$ cat src/rtl/image_frame_receiver.sv
// image_frame_receiver
// Assembles a 196-bit binary image from 28 seven-bit chunks streamed by the
// host. The host frames each image with frame_en. The finished image is
// handed to the inference datapath with a ready/ack handshake.
//
// state  | meaning
// -------+---------------------------------------------------------------
// IDLE   | waiting for a rising edge on frame_en
// RECV   | capturing one chunk per cycle while frame_en stays high
// READY  | image complete and frozen; waiting for image_ack
module image_frame_receiver #(
    parameter int DATA_W = 7,
    parameter int CHUNKS = 28
) (
    input  logic                     clk,
    input  logic                     rst_n,
    input  logic [DATA_W-1:0]        data_in,
    input  logic                     frame_en,
    input  logic                     image_ack,
    output logic [DATA_W*CHUNKS-1:0] image_data,
    output logic                     image_ready,
    output logic                     busy,
    output logic                     frame_error
);

    localparam int IMG_W = DATA_W * CHUNKS;
    localparam logic [4:0] LAST_CHUNK = 5'(CHUNKS - 1);

    typedef enum logic [1:0] {
        S_IDLE  = 2'd0,
        S_RECV  = 2'd1,
        S_READY = 2'd2
    } state_t;

    state_t             state_q,       state_d;
    logic [4:0]         cnt_q,         cnt_d;
    logic               frame_en_q,    frame_en_d;
    logic [IMG_W-1:0]   image_q,       image_d;
    logic               ready_q,       ready_d;
    logic               busy_q,        busy_d;
    logic               err_q,         err_d;
    logic               start;

    assign start = frame_en && !frame_en_q;

    // Next-state and capture logic; every output is a flop, so the
    // handshake signals are computed here one cycle ahead.
    always_comb begin
        state_d    = state_q;
        cnt_d      = cnt_q;
        frame_en_d = frame_en;
        image_d    = image_q;
        ready_d    = ready_q;
        busy_d     = busy_q;
        err_d      = 1'b0;

        case (state_q)
            S_IDLE: begin
                if (start) begin
                    image_d[DATA_W-1:0] = data_in;
                    cnt_d   = 5'd1;
                    busy_d  = 1'b1;
                    state_d = S_RECV;
                end
            end
            S_RECV: begin
                if (frame_en) begin
                    image_d[int'(cnt_q)*DATA_W +: DATA_W] = data_in;
                    if (cnt_q == LAST_CHUNK) begin
                        cnt_d   = 5'd0;
                        busy_d  = 1'b0;
                        ready_d = 1'b1;
                        state_d = S_READY;
                    end else begin
                        cnt_d = cnt_q + 5'd1;
                    end
                end else begin
                    // The partial image is left in place; it is simply
                    // never flagged valid.
                    cnt_d   = 5'd0;
                    busy_d  = 1'b0;
                    err_d   = 1'b1;
                    state_d = S_IDLE;
                end
            end
            S_READY: begin
                // A start edge seen here is consumed by frame_en_q, so the
                // host must drop and re-raise frame_en after the ack.
                if (image_ack) begin
                    ready_d = 1'b0;
                    state_d = S_IDLE;
                end
            end
            default: begin
                cnt_d   = 5'd0;
                busy_d  = 1'b0;
                ready_d = 1'b0;
                state_d = S_IDLE;
            end
        endcase
    end

    // Register all state. During reset frame_en_q still tracks frame_en,
    // so a frame_en held high across reset release cannot look like a start.
    always_ff @(posedge clk) begin
        if (!rst_n) begin
            state_q    <= S_IDLE;
            cnt_q      <= 5'd0;
            frame_en_q <= frame_en;
            image_q    <= '0;
            ready_q    <= 1'b0;
            busy_q     <= 1'b0;
            err_q      <= 1'b0;
        end else begin
            state_q    <= state_d;
            cnt_q      <= cnt_d;
            frame_en_q <= frame_en_d;
            image_q    <= image_d;
            ready_q    <= ready_d;
            busy_q     <= busy_d;
            err_q      <= err_d;
        end
    end

    assign image_data  = image_q;
    assign image_ready = ready_q;
    assign busy        = busy_q;
    assign frame_error = err_q;

endmodule

$ cat config.mk
export PLATFORM = sky130hd
export DESIGN_NAME = image_frame_receiver
export DESIGN_NICKNAME = d
export VERILOG_FILES = /design/src/rtl/image_frame_receiver.sv
export SDC_FILE = /design/constraint.sdc
export NUM_CORES = 1
export LEC_CHECK = 0
export ABC_AREA = 1
export ABC_CLOCK_PERIOD_IN_PS = 5500
export CORE_MARGIN = 10
export CORE_UTILIZATION = 54
export CTS_CLUSTER_DIAMETER = 200
export DETAILED_ROUTE_END_ITERATION = 8
export GPL_TIMING_DRIVEN = 0
export PLACE_DENSITY = 0.86
export REMOVE_ABC_BUFFERS = 1
export SLEW_MARGIN = 20
export SYNTH_ARGS = -nofsm -noshare
export SYNTH_HDL_FRONTEND = slang
export SYNTH_SLANG_ARGS = --single-unit
$ cat constraint.sdc
create_clock -name clk -period 5.5 [get_ports clk]
set_clock_uncertainty 0.15 [all_clocks]
set_input_delay 1.1 -clock clk [delete_from_list [all_inputs] [get_ports clk]]
set_output_delay 1.1 -clock clk [all_outputs]
set_load 0.005 [all_outputs]
## Yosys cells after proc, flatten, opt, wreduce, memory -nomap -nowiden

Cells that the tools add are included.

- Bitwise operators: 2
- $mul: 1
- Shifts and indexed selects: 2
- Multiplexer cells: 22
- Eq/ne operators: 8
- Reductions and logical operators: 11
- Add/subtract/negate cells: 2

Operators with widths:

| kind | count |
|---|---|
| 196-bit bitwise mux | 1 |
| 7-bit by 33-bit variable shift with 196-bit output (first input constant) | 1 |
| 7-bit by 33-bit variable part select with 196-bit output | 1 |
| 8-bit negator with 33-bit output | 1 |
| 5-bit 2-to-1 mux | 3 |
| 5-bit case mux with 3 select lines | 1 |
| 7-bit 2-to-1 mux | 2 |
| 7-bit case mux with 2 select lines | 1 |
| 3-bit AND reduction | 3 |
| 5-bit by 3-bit multiplier with 8-bit output (second input constant) | 1 |
| 2-bit 2-to-1 mux | 4 |
| 2-bit inequality test (second input constant) | 4 |
| 1-bit 2-to-1 mux | 7 |
| 1-bit case mux with 3 select lines | 2 |
| 2-bit case mux with 3 select lines | 1 |
| 2-bit AND reduction | 3 |
| 5-bit by 1-bit adder with 5-bit output (second input constant) | 1 |
| 5-bit == test (second input constant) | 1 |
| 4-bit AND reduction | 1 |
| 3-bit inequality test (second input constant) | 1 |
| 2-bit by 1-bit == test with 1-bit output (second input constant) | 1 |
| 2-bit == test (second input constant) | 1 |
| 2-bit logical NOT | 1 |
| 1-bit NOT | 2 |
| other kinds (3) | 3 |

- Input port bits: 11
- Output and inout port bits: 199
- Flip-flop bits (word level): 207
- Word-level logic and storage cells: 56

## Depth between registers and ports, before layout

Gate-level depths: netlist of the first run.

- Depth after elaboration: 6
- Mapped depth: 14
- Depth with buffers taken out: 11

## Worst setup path before layout of the first run

Ideal clock, no wire load.

- Kind: input to register
- From: input port frame_en
- To: register image_q[3] (netlist: image_data[3])
- Slack: 3.088 ns
- Library setup time: 0.115 ns
- Stages: 8
- Arrival: 2.147 ns
- Data required time: 5.235 ns
- Buffers on the path: 1
- Cells stage by stage: inv_1 > o21ai_0 > nand3_1 > nand2_1 > buf_2 > nand3_1 > nand2_1 > nor2_1

- Word-level cells in the longest chain between the ends: 3
- Elaborated cells on any way between the ends: 4
- Classes of those cells: 2 x eq/ne; 2 x reduce/logical

Ends and longest elaborated chain:

| item | line | source |
|---|---|---|
| from (decl) | 18 | `input logic frame_en,` |
| 1-bit logical AND | 44 | `assign start = frame_en && !frame_en_q;` |
| 2-bit inequality test (no line) | n/a |  |
| 3-bit AND reduction (no line) (*) | n/a |  |
| to (signal assigned) | 118 | `image_q <= image_d;` |
| to (decl) | 38 | `logic [IMG_W-1:0] image_q, image_d;` |

Every way passes the cells marked *; elsewhere a longest branch is shown, timed or not.
A chain may end at the register's enable or synchronous reset.

## Worst setup path in the final report of the first run

- From: register cnt_q[0]
- To: register image_q[12] (netlist: image_data[12])

- Word-level cells in the longest chain between the ends: 4
- Elaborated cells on any way between the ends: 5
- Classes of those cells: 1 x add/sub; 1 x mul; 2 x shift; 1 x mux

Ends and longest elaborated chain:

| item | line | source |
|---|---|---|
| from (decl) | 36 | `logic [4:0] cnt_q, cnt_d;` |
| from (signal assigned) | 116 | `cnt_q <= cnt_d;` |
| 5-bit by 3-bit multiplier with 8-bit output (*) | 68 | `image_d[int'(cnt_q)*DATA_W +: DATA_W] = data_in;` |
| 8-bit negator with 33-bit output (*) | 68 |  |
| 7-bit by 33-bit variable part select with 196-bit output or 7-bit by 33-bit variable shift with 196-bit output (tied branches) | 68 |  |
| 196-bit bitwise mux (*) | 68 |  |

Marked as above.

==> flow_metrics.env, run 1 <==
export IMPL_run_status="complete, no violations"
export IMPL_tritoncts="done"
export IMPL_critical_path_arrival_ps=4220
export IMPL_via_per_inst=5.14
export IMPL_cp_end_kind="register"
export IMPL_crit_path_top_delay_cell="sky130_fd_sc_hd__nor2_2"
export IMPL_setup_repair_after_global_routing_missed_its_margin="false"
export IMPL_numClockSinks=207
export IMPL_postRouteAntennaNets=0
export IMPL_critical_path_max_fanout=23
export IMPL_cp_slowest_stage_delay_ps=860
export IMPL_fp_dieW_um=148
export IMPL_warning_count_from_the_yosys_run=0
export IMPL_final_gp_congestion=0.894
export IMPL_timing_max_cap_violations=0
export IMPL_timing_setup_critical_path_class="register to register"
export IMPL_post_route_min_period_ps=3990
export IMPL_finalSetupTns_ps=0
export IMPL_slew_violations=0
export IMPL_placement_io_buffers=209
export IMPL_layout_cells_non_filler=1719
export IMPL_tightestPinTransition_ps=950
export IMPL_finish_utilization_pct=73.5
export IMPL_syn_inst=1322
export IMPL_num_antenna_cells=0
export IMPL_initial_utilization_pct=55.6
export IMPL_dp_hpwl_um=19000
export IMPL_number_of_h_tree_levels=1
export IMPL_grt_overflow_total=0
export IMPL_clkSlewWorstSetupHoldPaths_ps=60
export IMPL_worst_setup_path_start_kind="register"
export IMPL_path_cells="inv_1 -> ha_1 -> nand2_1 -> nand2_1 -> nor2_2 -> nand2_2 -> nor2_4 -> inv_1 -> nor2_1 -> nor2_1"
export IMPL_hold_buffers=0
export IMPL_die_area_sq_um=22000
export IMPL_post_cts_setup_buffer_count=0
export IMPL_max_rail_drop_vdd_uv=236
export IMPL_period_share_pct=72.5
export IMPL_vias=8842
export IMPL_power_per_cell_area_nw_per_um2=306
export IMPL_insertion_delay_ps=490
export IMPL_detail_route_first_pass_iterations=6
export IMPL_grt_pass1_vias=8202
export IMPL_die_outline_height_um=148
export IMPL_setup_violations=0
export IMPL_yosysSeqAreaShare_pct=46.6
export IMPL_num_nets_final=1507
export IMPL_antenna_found_initial=0
export IMPL_maxSlewHeadroom_pct=36.2
export IMPL_max_freq_mhz=251
export IMPL_final_area_sq_um=11800
export IMPL_netlist_area_sq_um=8900
export IMPL_clockRootBuffer="sky130_fd_sc_hd__clkbuf_16"
export IMPL_drcViolationCount=0
export IMPL_grt_pass1_wl_um=43500
export IMPL_worstHoldPathType="register to register"
export IMPL_reported_leakage_power_nw=5.11
export IMPL_timing_hold_violations_final=0
export IMPL_yosys_cell_types=32
export IMPL_critical_path_required_ps=5730
export IMPL_total_routed_wirelength_um=27400
export IMPL_core_area_sq_um=16000
export IMPL_dp_cells=1684
export IMPL_design_power_total_mw=3.60
export IMPL_area_growth_syn_to_layout_pct=32.1
export IMPL_cts_inserted_buffers=22
export IMPL_syn_area_per_cell_sq_um=6.73
export IMPL_postSynthRegisterBits=207
export IMPL_io_pins=210
export IMPL_max_clock_path_buffers=3
export IMPL_number_of_violations_reported_at_the_end_of_detailed_routing_iteration_0=795
export IMPL_layout_drive_gt1_share_pct=4.72
export IMPL_drt_wirelength_per_cell_um=15.9
export IMPL_row_count=46
export IMPL_placedInstanceArea_sq_um=11000
export IMPL_cts_repair_resized=0
export IMPL_grt_start_max_net_pins=134
export IMPL_gr_usage_total_pct=23.7
critical path, delay by kind of cell (launching register included):
| kind | cells | cell delay [ps] |
|---|---|---|
| DFF | 1 | 650 |
| adders and majority gates | 1 | 390 |
| buffers and inverters | 2 | 510 |
| and+or+nand+nor | 7 | 2160 |
Yosys cell counts, drive strengths merged:
| cell | instances | area [sq um] |
|---|---|---|
| a21oi | 59 | 299 |
| a31oi | 2 | 12.5 |
| nor2 | 329 | 1320 |
| o211a | 1 | 10.0 |
| nor3 | 31 | 160 |
| nand4 | 3 | 18.8 |
| ha | 4 | 50.1 |
| clkbuf | 32 | 120 |
| inv | 138 | 518 |
| o21ai | 46 | 230 |
| xor2 | 1 | 8.76 |
| nand3 | 97 | 503 |
| buf | 34 | 186 |
| clkinv | 4 | 15.0 |
| dfxtp | 207 | 4140 |
| o21bai | 6 | 45.0 |
| or2 | 1 | 6.26 |
| nand2 | 327 | 1250 |
where the power goes:
| part | internal [mW] | switching [mW] | leakage (nW) | total (mW) |
|---|---|---|---|---|
| sequential | 1.54 | 0.0346 | 1.67 | 1.57 |
| combinational | 0.161 | 0.409 | 3.09 | 0.570 |
| clock | 0.883 | 0.572 | 0.347 | 1.45 |
flip-flops by register name, indices dropped and copies added, names as in the netlist:
register	cells
frame_en_q	1
state_q	2
cnt_q	5
image_ready	1
busy	1
image_data	196
frame_error	1
routing by layer:
layer  GRT usage, %  vias to the layer above  wire [um]
met4           5.35                        0        500
met3           8.31                       38       3140
met5              0                        -          0
li1               -                     4394          -
met1           28.7                     4012      10900
met2           39.6                      398      12900
final timing paths:
path | from | slack (ps) | cells after the start | end
max reg2reg | cnt_q[0] | 1510 | 10 | image_data[12]
min | image_data[67] | 330 | 2 | image_data[67]
max | cnt_q[0] | 1510 | 10 | image_data[12]
min reg2reg | image_data[67] | 330 | 2 | image_data[67]
cells by family after synthesis:
family / after synthesis / share of synthesized area [%]
simple gates: 788 / 36.6
xor+xnor: 1 / 0.0984
buf+inv: 208 / 9.43
flops: 207 / 46.6
fa+ha+maj: 4 / 0.562
compound gates: 114 / 6.71
through the flow:
stage / setup WS [ps] / hold slack (ps)
floorplan: 1150 / 317
finish: 1510 / 327
CTS: 1500 / 332
detailed placement: 1530 / 317
global route: 1060 / 356
global placement: -3210 / 310
layout make-up:
| class | count | area, sq um |
|---|---|---|
| Multi-Input combinational cell | 907 | 3930 |
| Fill cell | 1285 | 4240 |
| Sequential cell | 207 | 4140 |
| Timing Repair Buffer | 212 | 2170 |
| Tap cell | 216 | 270 |
| Clock inverter | 1 | 30.0 |
| Clock buffer | 34 | 677 |
| Inverter | 142 | 533 |
layout by cell type, fill, tap and decap left out, types with 8 or more instances in the layout:
| master | count |
|---|---|
| sky130_fd_sc_hd__a21oi_1 | 58 |
| sky130_fd_sc_hd__clkbuf_16 | 23 |
| sky130_fd_sc_hd__clkdlybuf4s50_1 | 208 |
| sky130_fd_sc_hd__dfxtp_1 | 207 |
| sky130_fd_sc_hd__inv_1 | 136 |
| sky130_fd_sc_hd__nand2_1 | 318 |
| sky130_fd_sc_hd__nand2_2 | 8 |
| sky130_fd_sc_hd__nand3_1 | 95 |
| sky130_fd_sc_hd__nor2_1 | 308 |
| sky130_fd_sc_hd__nor2_2 | 14 |
| sky130_fd_sc_hd__nor3_1 | 30 |
| sky130_fd_sc_hd__o21ai_0 | 45 |
Power figures use the tool's default switching activity.
==> run 2: changes to the inputs <==
ABC_CLOCK_PERIOD_IN_PS = 3400   (was 5500)
CORE_UTILIZATION = 45   (was 54)
PLACE_DENSITY = 0.76   (was 0.86)
clock period = 3.4 ns   (was 5.5 ns; I/O delays follow)
==> run 2 against run 1 <==
Die area grew 17%. Worst setup slack lost 1300 ps. Clock power grew 70%. Non-clock buffer count grew 3. Routed wire length grew 1.2%. Critical path depth grew 1. Final area grew 1.7%. Power grew 66%. Clock-buffer cell count is the same. Highest routed layer unchanged. Sequential power grew 62%.
==> flow_metrics.env, run 2 (synthesis results as in run 1) <==
export IMPL_number_of_h_tree_levels=1
export IMPL_combinational_share_of_power_pct=16.4
export IMPL_worstHoldPathType="register to register"
export IMPL_drt_wirelength_per_cell_um=15.6
export IMPL_setup_repair_after_global_routing_missed_its_margin="true"
export IMPL_crit_path_top_delay_cell="sky130_fd_sc_hd__nor2_4"
export IMPL_path_cells="inv_1 -> ha_4 -> inv_1 -> nand2_1 -> nand2_2 -> nor2_4 -> nand2_1 -> nor2_2 -> nand2_1 -> nand2_1 -> nor2_1"
export IMPL_p_sw_mw=1.73
export IMPL_cp_slowest_stage_delay_ps=460
export IMPL_hold_buffers=0
export IMPL_die_area_sq_um=25800
export IMPL_reported_leakage_power_nw=5.16
export IMPL_cell_depth_of_the_worst_flop_to_flop_path=11
export IMPL_clkPwrFrac_pct=41.0
export IMPL_io_pins=210
export IMPL_final_common_cell="sky130_fd_sc_hd__nand2_1"
export IMPL_area_taken_by_multi_input_logic_gates_sq_um=3990
export IMPL_placedInstanceArea_sq_um=11100
export IMPL_run_status="complete, no violations"
export IMPL_via_per_inst=4.88
export IMPL_register_area_sq_um=4150
export IMPL_core_area_sq_um=19500
export IMPL_die_outline_height_um=161
export IMPL_critical_path_reg2reg_startpoint="cnt_q[0]"
export IMPL_share_seq_of_total_power_pct=42.5
export IMPL_numClockSinks=207
export IMPL_min_path_cells=2
export IMPL_critical_path_max_fanout=23
export IMPL_antenna_found_initial=0
export IMPL_period_share_pct=92.6
export IMPL_hp_start="image_data[110]"
export IMPL_worst_setup_path_start_kind="register"
export IMPL_row_count=51
export IMPL_placement_io_buffers=209
export IMPL_rrSetupSlack_ps=250
export IMPL_timing_setup_critical_path_class="register to register"
export IMPL_tritoncts="done"
export IMPL_post_placement_setup_slack_ps=-632
export IMPL_area_growth_syn_to_layout_pct=34.3
export IMPL_setup_violations=0
export IMPL_total_routed_wirelength_um=27700
export IMPL_cp_end_kind="register"
export IMPL_slew_violations=0
export IMPL_tightestPinTransition_ps=864
export IMPL_dp_hpwl_um=19000
export IMPL_finalHoldWorstSlack_ps=327
export IMPL_final_area_sq_um=12000
export IMPL_detail_route_first_pass_iterations=5
export IMPL_vias=8690
export IMPL_critical_path_top_cell_by_count="sky130_fd_sc_hd__nand2_1"
export IMPL_insertion_delay_ps=490
export IMPL_num_nets_final=1515
export IMPL_clkSlewWorstSetupHoldPaths_ps=60
export IMPL_largest_register_ffs=196
export IMPL_reg2reg_capture_point="image_data[133]"
export IMPL_cellInternalPower_mw=4.26
export IMPL_grt_pass1_vias=8049
export IMPL_initial_utilization_pct=45.7
export IMPL_post_layout_worst_setup_margin_ps=253
export IMPL_timing_hold_violations_final=0
export IMPL_timing_max_cap_violations=0
export IMPL_grt_overflow_total=0
export IMPL_clockRootBuffer="sky130_fd_sc_hd__clkbuf_16"
export IMPL_cts_inserted_buffers=23
export IMPL_max_rail_drop_vdd_uv=364
export IMPL_design_power_total_mw=5.99
export IMPL_final_gp_congestion=0.811
export IMPL_layout_drive_gt1_share_pct=5.94
export IMPL_number_of_violations_reported_at_the_end_of_detailed_routing_iteration_0=588
export IMPL_critical_path_required_ps=3640
export IMPL_fillers=1740
export IMPL_p_sw_share_pct=28.8
export IMPL_postRouteAntennaNets=0
export IMPL_post_route_min_period_ps=3150
export IMPL_grt_pass1_wl_um=43500
export IMPL_maxSlewHeadroom_pct=42.0
export IMPL_worstHoldEndpoint="image_data[110]"
export IMPL_critical_path_arrival_ps=3390
export IMPL_max_clock_path_buffers=3
export IMPL_fp_dieW_um=161
export IMPL_max_freq_mhz=318
export IMPL_drcViolationCount=0
export IMPL_grt_start_max_net_pins=120
export IMPL_power_per_cell_area_nw_per_um2=501
export IMPL_gr_usage_total_pct=20.3
export IMPL_layout_common_cells="sky130_fd_sc_hd__nand2_1, sky130_fd_sc_hd__nor2_1, sky130_fd_sc_hd__clkdlybuf4s50_1"
export IMPL_num_antenna_cells=0
## run 2: what timing repair did
item | in CTS | in global routing
pin swaps | 4 | 2
resized for setup | 7 | 1
cloned | 3 | 1
setup endpoints to repair | 141 | 28
setup buffers | 0 | 3
## run 2: cell type report
| type | instances | area share, % |
|---|---|---|
| clock buffers | 34 | 5.83 |
| inverters | 142 | 4.46 |
| clock inverters | 7 | 0.523 |
| well taps | 265 | 2.77 |
| repair buffers | 215 | 18.4 |
| flip-flops and latches | 207 | 34.7 |
| multi-input cells | 911 | 33.4 |
## run 2: power by group through the flow
stage                     clock (mW)  combinational (mW)  sequential [mW]
after CTS                       2.50               0.962             2.55
after global placement             0               0.925             2.60
after floorplan                    0               0.540             2.59
after detailed placement           0               0.922             2.60
final                           2.46               0.984             2.55
after global routing            2.60                1.07             2.56
## run 2: worst max path at each step
stage / startpoint / slack [ps] / endpoint
finish: cnt_q[0] / 250 / image_data[133]
global route: cnt_q[0] / -20 / image_data[22]
CTS: cnt_q[0] / 190 / image_data[115]
detailed placement: cnt_q[0] / -630 / image_data[11]
global placement: rst_n / -5180 / cnt_q[0]
floorplan: cnt_q[0] / -870 / image_data[112]
## run 2: per-layer routing
layer / routed length [um] / up-vias / GRT usage, %
li1: - / 4432 / -
met1: 11800 / 3906 / 25.1
met2: 12700 / 311 / 32.8
met3: 2790 / 41 / 7.39
met4: 508 / 0 / 5.01
met5: 0 / - / 0
## run 2: critical path, delay by kind of cell, from the launching register on
kind / cells / cell delay, ps
flip-flops: 1 / 410
adder cells (fa/ha/maj): 1 / 250
AND/OR/NAND/NOR: 8 / 1750
buffers and inverters: 2 / 460
## run 2: stage by stage
step	utilization, %	instances	setup TNS [ps]
2_1_floorplan	-	1256	-20810
3_3_place_gp	56.6	1730	-646400
3_5_place_dp	57.1	1733	-32300
4_1_cts	61.2	1777	0
5_1_grt	61.4	1781	-50.3
6_report	61.4	1781	0
